===== src/rtl/rr_mux_arbiter_pkg.sv =====
`default_nettype none
// ============================================================================
//  Module      : rr_mux_arbiter_pkg
//  Description : Shared definitions for the round-robin mux arbiter:
//                FSM state encoding, default parameter values and a helper
//                that sizes the beat counter.
//  Revision    : 1.0  initial release
// ============================================================================
package rr_mux_arbiter_pkg;

    typedef enum logic [0:0] {
        ST_IDLE = 1'b0,
        ST_BUSY = 1'b1
    } state_t;

    localparam int unsigned DEF_N     = 4;
    localparam int unsigned DEF_SELW  = 2;
    localparam int unsigned DEF_W     = 8;
    localparam int unsigned DEF_BURST = 4;

    // Beat counter must count 0..BURST-1; a 1-bit counter is kept even for BURST=1.
    function automatic int unsigned cnt_width(input int unsigned burst);
        return (burst > 1) ? $clog2(burst) : 1;
    endfunction

endpackage
`default_nettype wire


===== src/rtl/rr_mux_arbiter_pick.sv =====
`default_nettype none
// ============================================================================
//  Module      : rr_pick
//  Description : Combinational round-robin pick. Finds the first requester
//                after last_owner (wrapping modulo N).
//  Ports       : req[N]          request vector
//                last_owner      index of the previous owner
//                found           at least one request is pending
//                idx             index of the winning requester
//  Revision    : 1.0  initial release
// ============================================================================
module rr_pick
    import rr_mux_arbiter_pkg::*;
#(
    parameter int unsigned N    = DEF_N,
    parameter int unsigned SELW = DEF_SELW
) (
    input  logic [N-1:0]    req,
    input  logic [SELW-1:0] last_owner,
    output logic            found,
    output logic [SELW-1:0] idx
);

    localparam logic [SELW:0] c_N = (SELW+1)'(N);

    logic [SELW:0]   w_start;
    logic [2*N-1:0]  w_dbl_shift;
    logic [N-1:0]    w_rot;
    logic [SELW-1:0] w_off;
    logic [SELW:0]   w_sum;

    // Search begins one past the previous owner; N need not be a power of two,
    // so the wrap is explicit rather than relying on overflow.
    assign w_start     = ({1'b0, last_owner} == c_N - 1'b1) ? '0 : {1'b0, last_owner} + 1'b1;

    // Rotate: doubling the vector turns a circular shift into a plain shift.
    assign w_dbl_shift = {req, req} >> w_start;
    assign w_rot       = w_dbl_shift[N-1:0];

    // Priority-encode the rotated vector (lowest set bit wins).
    always_comb begin
        w_off = '0;
        for (int i = int'(N) - 1; i >= 0; i--) begin
            if (w_rot[i]) begin
                w_off = SELW'(i);
            end
        end
    end

    // Rotate back to an absolute requester index.
    assign w_sum = w_start + {1'b0, w_off};
    assign idx   = (w_sum >= c_N) ? SELW'(w_sum - c_N) : SELW'(w_sum);
    assign found = |req;

endmodule
`default_nettype wire


===== src/rtl/rr_mux_arbiter.sv =====
`default_nettype none
// ============================================================================
//  Module      : rr_mux_arbiter
//  Description : Round-robin arbiter sharing one valid/ready output channel
//                among N requesters. Holds a grant for up to BURST beats and
//                drives the select of a W-bit N:1 data mux.
//  Ports       : clk, rst_n      clock, synchronous active-low reset
//                req[N]          per-requester request (held while data)
//                data_in[N*W]    packed data, requester i at [i*W +: W]
//                gnt[N]          registered one-hot grant
//                sel[SELW]       registered owner index (mux select)
//                out_valid       busy & req[sel]
//                out_data[W]     combinational mux of data_in by sel
//                out_ready       consumer accept
//                busy            grant active
//  Revision    : 1.0  initial release
// ============================================================================
module rr_mux_arbiter
    import rr_mux_arbiter_pkg::*;
#(
    parameter int unsigned N     = DEF_N,
    parameter int unsigned SELW  = DEF_SELW,
    parameter int unsigned W     = DEF_W,
    parameter int unsigned BURST = DEF_BURST
) (
    input  logic            clk,
    input  logic            rst_n,
    input  logic [N-1:0]    req,
    input  logic [N*W-1:0]  data_in,
    output logic [N-1:0]    gnt,
    output logic [SELW-1:0] sel,
    output logic            out_valid,
    output logic [W-1:0]    out_data,
    input  logic            out_ready,
    output logic            busy
);

    localparam int unsigned   CW     = cnt_width(BURST);
    localparam logic [CW-1:0] c_LAST = CW'(BURST - 1);

    state_t          r_state, w_state_nxt;
    logic [N-1:0]    r_gnt, w_gnt_nxt;
    logic [SELW-1:0] r_sel, w_sel_nxt;
    logic [SELW-1:0] r_last, w_last_nxt;
    logic [CW-1:0]   r_cnt, w_cnt_nxt;

    logic            w_found;
    logic [SELW-1:0] w_idx;
    logic            w_owner_req;
    logic            w_beat;
    logic [W-1:0]    w_slice [N];

    rr_pick #(
        .N    (N),
        .SELW (SELW)
    ) u_pick (
        .req        (req),
        .last_owner (r_last),
        .found      (w_found),
        .idx        (w_idx)
    );

    assign w_owner_req = req[r_sel];
    assign busy        = (r_state == ST_BUSY);
    assign out_valid   = busy & w_owner_req;
    assign w_beat      = out_valid & out_ready;
    assign gnt         = r_gnt;
    assign sel         = r_sel;

    genvar gi;
    generate
        for (gi = 0; gi < int'(N); gi++) begin : g_slice
            assign w_slice[gi] = data_in[gi*W +: W];
        end
    endgenerate

    assign out_data = w_slice[r_sel];

    // Next-state logic. sel/gnt only change on the IDLE->BUSY transition, so
    // the mux select is stable for the whole burst.
    always_comb begin
        w_state_nxt = r_state;
        w_gnt_nxt   = r_gnt;
        w_sel_nxt   = r_sel;
        w_last_nxt  = r_last;
        w_cnt_nxt   = r_cnt;
        case (r_state)
            ST_IDLE: begin
                w_gnt_nxt = '0;
                if (w_found) begin
                    w_state_nxt = ST_BUSY;
                    w_sel_nxt   = w_idx;
                    w_gnt_nxt   = N'(1) << w_idx;
                    w_cnt_nxt   = '0;
                end
            end
            ST_BUSY: begin
                // Owner withdrawal and the final beat both release; sel is
                // kept so last_owner and the mux stay consistent.
                if (!w_owner_req || (w_beat && (r_cnt == c_LAST))) begin
                    w_state_nxt = ST_IDLE;
                    w_gnt_nxt   = '0;
                    w_last_nxt  = r_sel;
                    w_cnt_nxt   = '0;
                end else if (w_beat) begin
                    w_cnt_nxt = r_cnt + CW'(1);
                end
            end
            default: begin
                w_state_nxt = ST_IDLE;
                w_gnt_nxt   = '0;
            end
        endcase
    end

    always_ff @(posedge clk) begin
        if (!rst_n) begin
            r_state <= ST_IDLE;
            r_gnt   <= '0;
            r_sel   <= '0;
            r_last  <= SELW'(N - 1);
            r_cnt   <= '0;
        end else begin
            r_state <= w_state_nxt;
            r_gnt   <= w_gnt_nxt;
            r_sel   <= w_sel_nxt;
            r_last  <= w_last_nxt;
            r_cnt   <= w_cnt_nxt;
        end
    end

endmodule
`default_nettype wire

===== config.mk =====
export PLATFORM = sky130hd
export DESIGN_NAME = rr_mux_arbiter
export DESIGN_NICKNAME = d
export VERILOG_FILES = /design/src/rtl/rr_mux_arbiter_pkg.sv /design/src/rtl/rr_mux_arbiter_pick.sv /design/src/rtl/rr_mux_arbiter.sv
export SDC_FILE = /design/constraint.sdc
export NUM_CORES = 1
export LEC_CHECK = 0
export ABC_CLOCK_PERIOD_IN_PS = 1660
export CAP_MARGIN = 30
export CELL_PAD_IN_SITES_DETAIL_PLACEMENT = 1
export CELL_PAD_IN_SITES_GLOBAL_PLACEMENT = 1
export CORE_ASPECT_RATIO = 0.7
export CORE_MARGIN = 2
export CORE_UTILIZATION = 22
export CTS_BUF_LIST = sky130_fd_sc_hd__clkbuf_16
export CTS_CLUSTER_DIAMETER = 120
export DETAILED_ROUTE_END_ITERATION = 6
export HOLD_SLACK_MARGIN = 0.08
export PLACE_DENSITY = 0.84
export SLEW_MARGIN = 40
export SYNTH_ARGS = -nofsm -noshare
export SYNTH_HDL_FRONTEND = slang
export SYNTH_HIERARCHICAL = 1
export SYNTH_SLANG_ARGS = --single-unit

===== constraint.sdc =====
create_clock -name clk -period 1.66 [get_ports clk]
set_input_delay 0.166 -clock clk [delete_from_list [all_inputs] [get_ports clk]]
set_output_delay 0.166 -clock clk [all_outputs]
set_load 0.005 [all_outputs]

==> flow_metrics.env, run 1 <==
export IMPL_met2_usage_pct=32.05
export IMPL_fin_crit_sh_pct=107.3
export IMPL_nets=188
export IMPL_top_usage_layer="met2"
export IMPL_whs_ns=0.4985
export IMPL_r2r_setup_slack_ns=-0.12
export IMPL_cp_data_required_time_ns=1.83
export IMPL_core_sq_um=3558
export IMPL_p_leak_nw=0.6564
export IMPL_root_buffer="clkbuf_16"
export IMPL_ys_seq_elements=11
export IMPL_p_total_mw=1.435
export IMPL_gp_congestion=0.8513
export IMPL_critPathCaptureType="register"
export IMPL_rows=18
export IMPL_die_h_microns=55.22
export IMPL_antennaDiodeCount=0
export IMPL_rsz0062_at_grt="true"
export IMPL_grt_use_met1_pct=20.33
export IMPL_switching_share_pct=29.45
export IMPL_wl_per_cell_microns=19.29
export IMPL_finClkSkew_ns=0.004865
export IMPL_pwr_share_clk_pct=30.4
export IMPL_die_area_sq_um=4261
export IMPL_io_pins=55
export IMPL_synth_seq_area_share_pct=26.71
export IMPL_seqPwrFrac_pct=23.5
export IMPL_fillers=415
export IMPL_start_util_pct=23.17
export IMPL_fin_area_sq_um=1698
export IMPL_grt_ovfl_total=0
export IMPL_cp_start_kind="register"
export IMPL_hp_class="register to register"
export IMPL_async_reset_ff_share_pct=0
export IMPL_drive_above_1_share_pct=32.88
export IMPL_io_buffers=54
export IMPL_setup_viol=5
export IMPL_clock_path_buffers=2
export IMPL_synth_nets=119
export IMPL_cts_tree="done"
export IMPL_powerDensity_nw_per_um2=844.9
export IMPL_antenna_found_initial=0
export IMPL_synth_cell_types=32
export IMPL_max_slew_margin_pct=66.23
export IMPL_htree_levels=1
export IMPL_grt_use_met3_pct=3.595
export IMPL_dr_first_iter_drc_count=82
export IMPL_dpl_cell_area_sq_um=1516
export IMPL_switchingPower_mw=0.4224
export IMPL_grt_max_degree=16
export IMPL_tns_ns=-0.2979
export IMPL_synth_cells=78
export IMPL_ys_flop_type="dfxtp_1"
export IMPL_combPwrFrac_pct=46.1
export IMPL_drt_wl_total_microns=3781
export IMPL_antenna_left=0
export IMPL_period_needed_ns=1.781
export IMPL_grt_pass1_vias=1075
export IMPL_status="complete, but fails checks"
export IMPL_p_int_mw=1.012
export IMPL_tightest_slew_ns=0.5049
export IMPL_dr_total_vias=965
export IMPL_syn_area_sq_um=824.5
export IMPL_synth_warnings=6
export IMPL_grt_usage_pct=17.22
export IMPL_vdd_drop_max_uv=491.0
export IMPL_firstDrtPassIters=4
export IMPL_max_cap_violations=0
export IMPL_clock_sinks=11
export IMPL_vias_per_cell=4.923
export IMPL_drc=0
export IMPL_die_w_microns=77.17
export IMPL_report_final_slew_viol_count=0
export IMPL_grt_first_pass_wirelength_microns=5768
export IMPL_clk_latency_ns=0.24
export IMPL_synth_edff_count=0
export IMPL_cts_buffers=3
export IMPL_synthToLayoutAreaGrowth_pct=105.9
export IMPL_layout_setup_ws_ns=-0.1215
export IMPL_critPathKind="register to register"
export IMPL_dpl_hpwl_microns=2620
export IMPL_clk_pin_slew_ns=0.04
export IMPL_arrival_ns=1.95
export IMPL_hold_viol=0
export IMPL_cp_max_fo=4
export IMPL_syn_avg_cell_area_sq_um=10.57
export IMPL_violations="negative setup slack"
export IMPL_fmax_mhz=561.3
==> final cells by class <==
cell class                      count  area [sq um]  area share, %
Clock buffer                        3         75.07          4.422
Clock inverter                      1         3.754         0.2211
Sequential cell                    11         230.2          13.56
Timing Repair Buffer               67         631.9          37.21
Inverter                            3         11.26         0.6632
Multi-Input combinational cell     61         683.2          40.24
Tap cell                           50         62.56          3.685
==> through the flow <==
step | cells | utilization (%) | setup slack, ns
finish | 196 | 47.71 | -0.1215
global route | 196 | 47.71 | -0.1818
CTS | 194 | 46.80 | -0.06733
detailed placement | 189 | 42.62 | -0.3889
global placement | 189 | 42.62 | -0.2824
floorplan | 78 | - | 0.01130
==> kinds of logic (layout without fill, tap and decap cells) <==
| kind of cell | count (synthesis) | count (layout) | synth area share [%] |
|---|---|---|---|
| AOI/OAI and AO/OA | 15 | 15 | 14.87 |
| adders and majority gates | 2 | 2 | 3.034 |
| buffers and inverters | 6 | 74 | 2.883 |
| DFF | 11 | 11 | 26.71 |
| muxes | 14 | 14 | 30.65 |
| and+or+nand+nor | 30 | 30 | 21.85 |
==> cells in the mapped netlist (2+ instances only) <==
cell type	count	area (sq um)
nor2_1	3	11.26
nand2_1	4	15.01
a31oi_1	3	18.77
mux2i_1	5	50.05
a21boi_0	3	22.52
nor2b_1	9	56.30
dfxtp_1	11	220.2
mux4_2	9	202.7
inv_1	3	11.26
nand3_1	2	10.01
ha_1	2	25.02
clkbuf_1	2	7.510
o21ai_0	3	15.01
==> power by group through the flow <==
stage	clock network, mW	registers, mW	logic (mW)
6_report	0.436	0.337	0.662
3_5_place_dp	0	0.333	0.563
3_3_place_gp	0	0.331	0.539
4_1_cts	0.442	0.332	0.620
2_1_floorplan	0	0.327	0.241
5_1_grt	0.464	0.341	0.696
==> layer usage <==
metal  wire length [microns]  share of wire [%]
met4                      36               0.95
met2                    2010                 53
met1                    1628                 43
met3                     106                2.8
met5                       0                  0
==> flip-flops by register name, indices dropped and copies added, names as in the netlist <==
register  cells
busy          1
r_cnt         2
sel           2
r_last        2
gnt           4
==> critical path: stages, from the launching register on <==
cell and delay (ns):
dfxtp_4 0.35, ha_4 0.26, or3_1 0.32, a32o_2 0.31, nor4b_4 0.27, a31oi_1 0.07, nor2b_1 0.13
==> worst paths after layout <==
check / start / endpoint / depth (start not counted)
hold / removal: gnt[3]$_SDFFE_PN0P_ / gnt[3]$_SDFFE_PN0P_ / 2
hold reg to reg: gnt[3]$_SDFFE_PN0P_ / gnt[3]$_SDFFE_PN0P_ / 2
setup reg to reg: r_last[0]$_SDFFE_PN1P_ / gnt[0]$_SDFFE_PN0P_ / 6
setup / recovery: r_last[0]$_SDFFE_PN1P_ / gnt[0]$_SDFFE_PN0P_ / 6
==> layout by cell type (no fill, tap or decap), drive strengths merged, types with 3 or more instances in the layout <==
master	n
clkbuf	7
dfxtp	11
inv	4
nor2b	9
clkdlybuf4s50	41
mux2i	5
mux4	9
nand2	4
dlygate4sd2	4
buf	15
nor2	3
clkdlybuf4s15	3
a21boi	4
o21ai	3
a31oi	4
==> what timing repair did <==
| action | 4_1_cts | 5_1_grt |
|---|---|---|
| hold buffers | 0 | 0 |
| pin swaps | 3 | 3 |
| resized for setup | 44 | 13 |
| endpoints found under the setup margin | 19 | 15 |
| buffers inserted | 2 | 2 |
(Power assumes the default switching activity.)
==> run 2: changes to the inputs <==
Settings changed: HOLD_SLACK_MARGIN 0.08 to unset.
==> results of run 2 <==
Same layout as run 1: the final DEF is identical, and so are final timing and power.
==> variant 1, RTL diff (config.mk and constraints of run 1) <==
`DEF_SELW`: 2 -> 3.
--- a/src/rtl/rr_mux_arbiter_pkg.sv
+++ b/src/rtl/rr_mux_arbiter_pkg.sv
@@ -14,7 +14,7 @@
     } state_t;
 
     localparam int unsigned DEF_N     = 4;
-    localparam int unsigned DEF_SELW  = 2;
+    localparam int unsigned DEF_SELW  = 3;
     localparam int unsigned DEF_W     = 8;
     localparam int unsigned DEF_BURST = 4;
 
Interface: changed (resized sel); port bits go from 55 to 56. No check against the original RTL was run, so the function may have changed too.
==> variant 1 against run 1 <==
  * The flow still finishes with violations (setup timing)
  * Setup slack got worse by 1.3 ns
  * Critical path depth up 8
  * Sequential cell count grew 2
  * Design area is 38% higher
  * Routed wire length increased by 20%
  * Non-clock buffer count up 20
  * Synthesized area is 46% higher
  * Total power is 36% higher
  * Fmax fell by 42%
  * Critical path type unchanged
  * Largest power group unchanged
==> variant 1: results (changes against run 1) <==
Synthesis
  – FFs w/ async S/R, synth: 0 (unchanged)
  – Cells after Synth: 123 (was 78)
  – Syn. warnings: 6 (unchanged)
  – Synth top area cells: dfxtp_1 (22%), mux4_2 (19%), nor2b_1 (7.8%) (was dfxtp_1 (27%), mux4_2 (25%), nor2b_1 (6.8%))
  – Top_reg_cell synth: dfxtp_1 (unchanged)
  – Sequential share of the synthesized area: 0.217 (was 0.267)
  – Synth cell types: 41 (was 32)
  – Syn Nets: 167 (was 119)
  – Commonest cells in the netlist: nor2b_1 (15), dfxtp_1 (13), mux4_2 (10), nand2_1 (10), mux2i_1 (8) (was dfxtp_1 (11), mux4_2 (9), nor2b_1 (9))

Route
  – Drt wl/cell: 16.2 um (was 19.3 um)
  – Initial drt markers: 82 (unchanged)
  – Remaining routing DRC violations: 0 (unchanged)
  – First-pass iteration count of the detailed router: 4 (unchanged)
  – Via density: 4.94 (was 4.92)
  – Via Count: 1,379 (was 965)

Final layout
  – Max reg flops: 4 (unchanged)
  – Layout cells sized above 1: 0.372 (was 0.329)
  – Nets: 252 (was 188)
  – Final-layout fill cell count: 556 (was 415)
  – ANT cells: 0 (unchanged)

Pwr
  – Peak VDD IR: 422 uV (was 491 uV)
  – Static Leak: 0.000971 uW (was 0.000656 uW)
  – Sw frac: 0.320 (was 0.294)

GRT
  – First-pass GRT wire length: 7380 um (was 5770 um)
  – Vias in the first global route: 1,577 (was 1,075)
  – Largest net degree at the start of global routing: 19 (was 16)
  – GRT Resource Usage Total: 0.156 (was 0.172)

Placed design
  – # port buffers: 55 (was 54)
  – Inst Count DP: 266 (was 189)
  – Post-DP HPWL: 3450 um (was 2620 um)
  – Worst slack at placement: -1.58 ns (was -0.389 ns)
  – DP Area: 2090 um2 (was 1520 um2)
  – Routability-driven placement congestion ratio: 0.865 (was 0.851)

STA
  – Final worst slack: -1.39 ns (was -0.121 ns)
  – Final setup violating endpoints: 13 (was 5)
  – Setup Skew: 0.00107 ns (was 0.00487 ns)
  – Worst slew pin tran: 0.536 ns (was 0.505 ns)

Worst setup path
  – Cells on worst reg2reg path: 14 (was 6)
  – Worst Path Arrival: 3.18 ns (was 1.95 ns)

Worst hold path
  – Hold path depth: 2 (unchanged)
  – Worst min path class: reg -> reg (unchanged)

Clock tree
  – Clock root buffer: clkbuf_16 (unchanged)
  – CTS buffer count: 3 (unchanged)
  – Clock transition at path regs: 0.04 ns (about the same)
  – CTS H-Tree Depth: 1 (unchanged)

Outcome
  – Status: complete, but fails checks (unchanged)
  – Failing checks: setup timing (unchanged)
[variant 1: cell count changes in the layout (fill, tap and decap cells not counted), moves of 3 or more]
cell / change
a21oi_1: +3
a31oi_1: -3
a32oi_1: +5
buf_4: +16
clkbuf_2: -4
dlymetal6s2s_1: +8
mux2i_1: +3
nand2_1: +5
nor2b_1: +6
[variant 1: worst max-delay path, stage by stage (launching register included)]
cell      delay (ns)
dfxtp_4         0.35
ha_4            0.17
nor2b_4         0.15
nor2_4          0.11
mux4_2          0.53
nand2_2         0.08
a21boi_4        0.19
ha_4            0.16
inv_2           0.04
fa_2            0.41
buf_6           0.13
o31ai_4         0.24
nor4b_2         0.10
a32oi_1         0.21
nor2b_1         0.07
[variant 1: area by class of cell]
cell class / instances / area, um2 / share of cell area
Timing Repair Buffer: 87 / 850 / 0.363
Sequential cell: 13 / 270 / 0.115
Clock inverter: 1 / 3.75 / 0.00160
Inverter: 7 / 26.3 / 0.0112
Clock buffer: 3 / 75.1 / 0.0321
Tap cell: 72 / 90.1 / 0.0385
Multi-Input combinational cell: 96 / 1030 / 0.439
[variant 1: logic make-up (layout without fill, tap and decap cells)]
kind of cell | Yosys count | in the layout | synth area share
AOI/OAI and AO/OA | 22 | 22 | 0.160
xor gates and xnor gates | 1 | 1 | 0.00730
adders and majority gates | 5 | 5 | 0.0584
buffers and inverters | 14 | 98 | 0.0542
DFF | 13 | 13 | 0.217
muxes | 19 | 19 | 0.264
and+or+nand+nor | 49 | 49 | 0.240
[variant 1: per-layer routing]
layer / up-vias / GRT usage / part of all wire
li1: 636 / - / -
met1: 673 / 0.175 / 0.39
met2: 64 / 0.288 / 0.51
met3: 6 / 0.0593 / 0.086
met4: 0 / 0.0261 / 0.013
met5: - / 0 / 0
[variant 1: power groups by stage]
| stage | Sequential (uW) | Combinational (uW) | Clock, uW |
|---|---|---|---|
| detailed placement | 401 | 988 | 0 |
| finish | 397 | 1110 | 448 |
| global route | 401 | 1210 | 486 |
| global placement | 399 | 951 | 0 |
| floorplan | 397 | 530 | 0 |
| CTS | 397 | 1030 | 451 |
[variant 1: timing repair]
| item | 4_1_cts | 5_1_grt |
|---|---|---|
| setup buffers | 6 | 4 |
| resized for setup | 10 | 24 |
| pin swaps | 6 | 5 |
| setup endpoints to repair | 22 | 22 |
[variant 1: final timing paths]
kind | startpoint | to | slack, ns
max | r_last[1] | gnt[0] | -1.39
min | r_cnt[1] | r_cnt[1] | 0.47
max reg2reg | r_last[1] | gnt[0] | -1.39
min reg2reg | r_cnt[1] | r_cnt[1] | 0.47
[variant 1: metrics by stage]
step	setup TNS, ns	utilization	hold slack, ns
floorplan	-7.02	-	0.438
global placement	-10.76	0.397	0.447
detailed placement	-12.46	0.397	0.469
CTS	-10.88	0.424	0.477
global route	-10.01	0.446	0.489
finish	-8.75	0.446	0.469
==> variant 2, RTL diff (flow settings as in run 1) <==
Without the edit above. Make the reset (`rst_n`) asynchronous in one clocked block. Comments in the files are not updated.
--- a/src/rtl/rr_mux_arbiter.sv
+++ b/src/rtl/rr_mux_arbiter.sv
@@ -113,7 +113,7 @@
         endcase
     end
 
-    always_ff @(posedge clk) begin
+    always_ff @(posedge clk or negedge rst_n) begin
         if (!rst_n) begin
             r_state <= ST_IDLE;
             r_gnt   <= '0;
Function: differs if rst_n is asserted again (counterexample within 4 cycles, from zero or initial values and one cycle with rst_n low); with rst_n held inactive, the same outputs for 10 cycles.
==> variant 2 against run 1 <==
  * The run still ends with setup timing left
  * Synthesized area grew 4.6%
  * Sequential share of layout area grew 2.5 points
  * Routed wire length shrank 14%
  * Fmax grew 4.1%
  * First-iteration DRC count shrank 70%
  * Sequential cell count is the same
  * Via count grew 1.0%
  * Count of clock-buffer cells in the layout is the same
  * Setup slack gained 0.070 ns
  * Design area grew 2.4%
  * Global-route usage shrank 2.2 points
  * Critical path depth shrank 1
Power is not compared: it rests on default switching activity, and its combinational part moved more than twofold at a synthesized area within 25%.
==> variant 2: results (changes against run 1) <==
Outcome
  – Status: complete, but fails checks (unchanged)
  – Failing checks: setup timing (unchanged)

Synthesis
  – Commonest cells in the netlist: inv_1 (11), dfrtp_1 (9), mux4_2 (8) (was dfxtp_1 (11), mux4_2 (9), nor2b_1 (9))
  – Synth Area in Compound Gates: 0.197 (was 0.149)
  – Synth cell types: 30 (was 32)
  – Synth top area cells: dfrtp_1 (26%), mux4_2 (21%), dfstp_2 (6.1%) (was dfxtp_1 (27%), mux4_2 (25%), nor2b_1 (6.8%))
  – Sequential share of the synthesized area: 0.322 (was 0.267)
  – Adder-Cell Fraction of Synth Area: 0.0290 (was 0.0303)

Placed design
  – Post-DP HPWL: 2590 um (was 2620 um)
  – Routability-driven placement congestion ratio: 0.770 (was 0.851)
  – DP Area: 1630 um2 (was 1520 um2)
  – Inst Count DP: 198 (was 189)
  – Worst slack at placement: -0.378 ns (was -0.389 ns)

GRT
  – First-pass GRT wire length: 5240 um (was 5770 um)
  – Vias in the first global route: 1,070 (was 1,075)
  – Met1 Use GR: 0.169 (was 0.203)
  – Largest net degree at the start of global routing: 12 (was 16)
  – Met3 usage: 0.0434 (was 0.0359)
  – GRT Resource Usage Total: 0.150 (was 0.172)

STA
  – Setup Skew: 0.00219 ns (was 0.00487 ns)
  – Final worst slack: -0.0511 ns (was -0.121 ns)
  – Total negative slack: -0.213 ns (was -0.298 ns)
  – Final setup violating endpoints: 8 (was 5)
  – Relative slew slack: 0.659 (was 0.662)

Worst setup path
  – Crit-path max cell delay: 0.54 ns (was 0.35 ns)
  – Crit Reg-Reg Endpoint: gnt[0] (unchanged)
  – Worst Path Arrival: 1.85 ns (was 1.95 ns)
  – Worst r2r src: r_last[1] (was r_last[0])
  – Family with the most delay on the worst path: flip-flops (was simple AND/OR/NAND/NOR gates)

Final layout
  – Final-layout fill cell count: 418 (was 415)

Clock tree
  – Post_cts resized: 51 (was 44)

Route
  – Drt wl/cell: 15.9 um (was 19.3 um)
-- variant 2: per-layer routing --
| metal | routed length, um | share of wire |
|---|---|---|
| met3 | 137 | 0.042 |
| met1 | 1360 | 0.42 |
| met5 | 0 | 0 |
| met2 | 1730 | 0.53 |
| met4 | 12 | 0.0037 |
-- variant 2: power groups by stage --
stage          clock [uW]  combinational, uW  sequential, uW
2_1_floorplan           0                857             514
5_1_grt               450               1990             531
4_1_cts               439               1880             517
3_5_place_dp            0               1800             519
3_3_place_gp            0               1730             509
6_report              432               1850             514
-- variant 2: layout make-up --
| type | count | area (um2) | area share |
|---|---|---|---|
| clock buffer | 3 | 75.1 | 0.0432 |
| clock inverter | 1 | 3.75 | 0.00216 |
| inverter | 11 | 41.3 | 0.0238 |
| multi-input combinational | 54 | 616 | 0.354 |
| sequential | 11 | 279 | 0.161 |
| tap | 50 | 62.6 | 0.0360 |
| timing repair buffer | 74 | 661 | 0.380 |
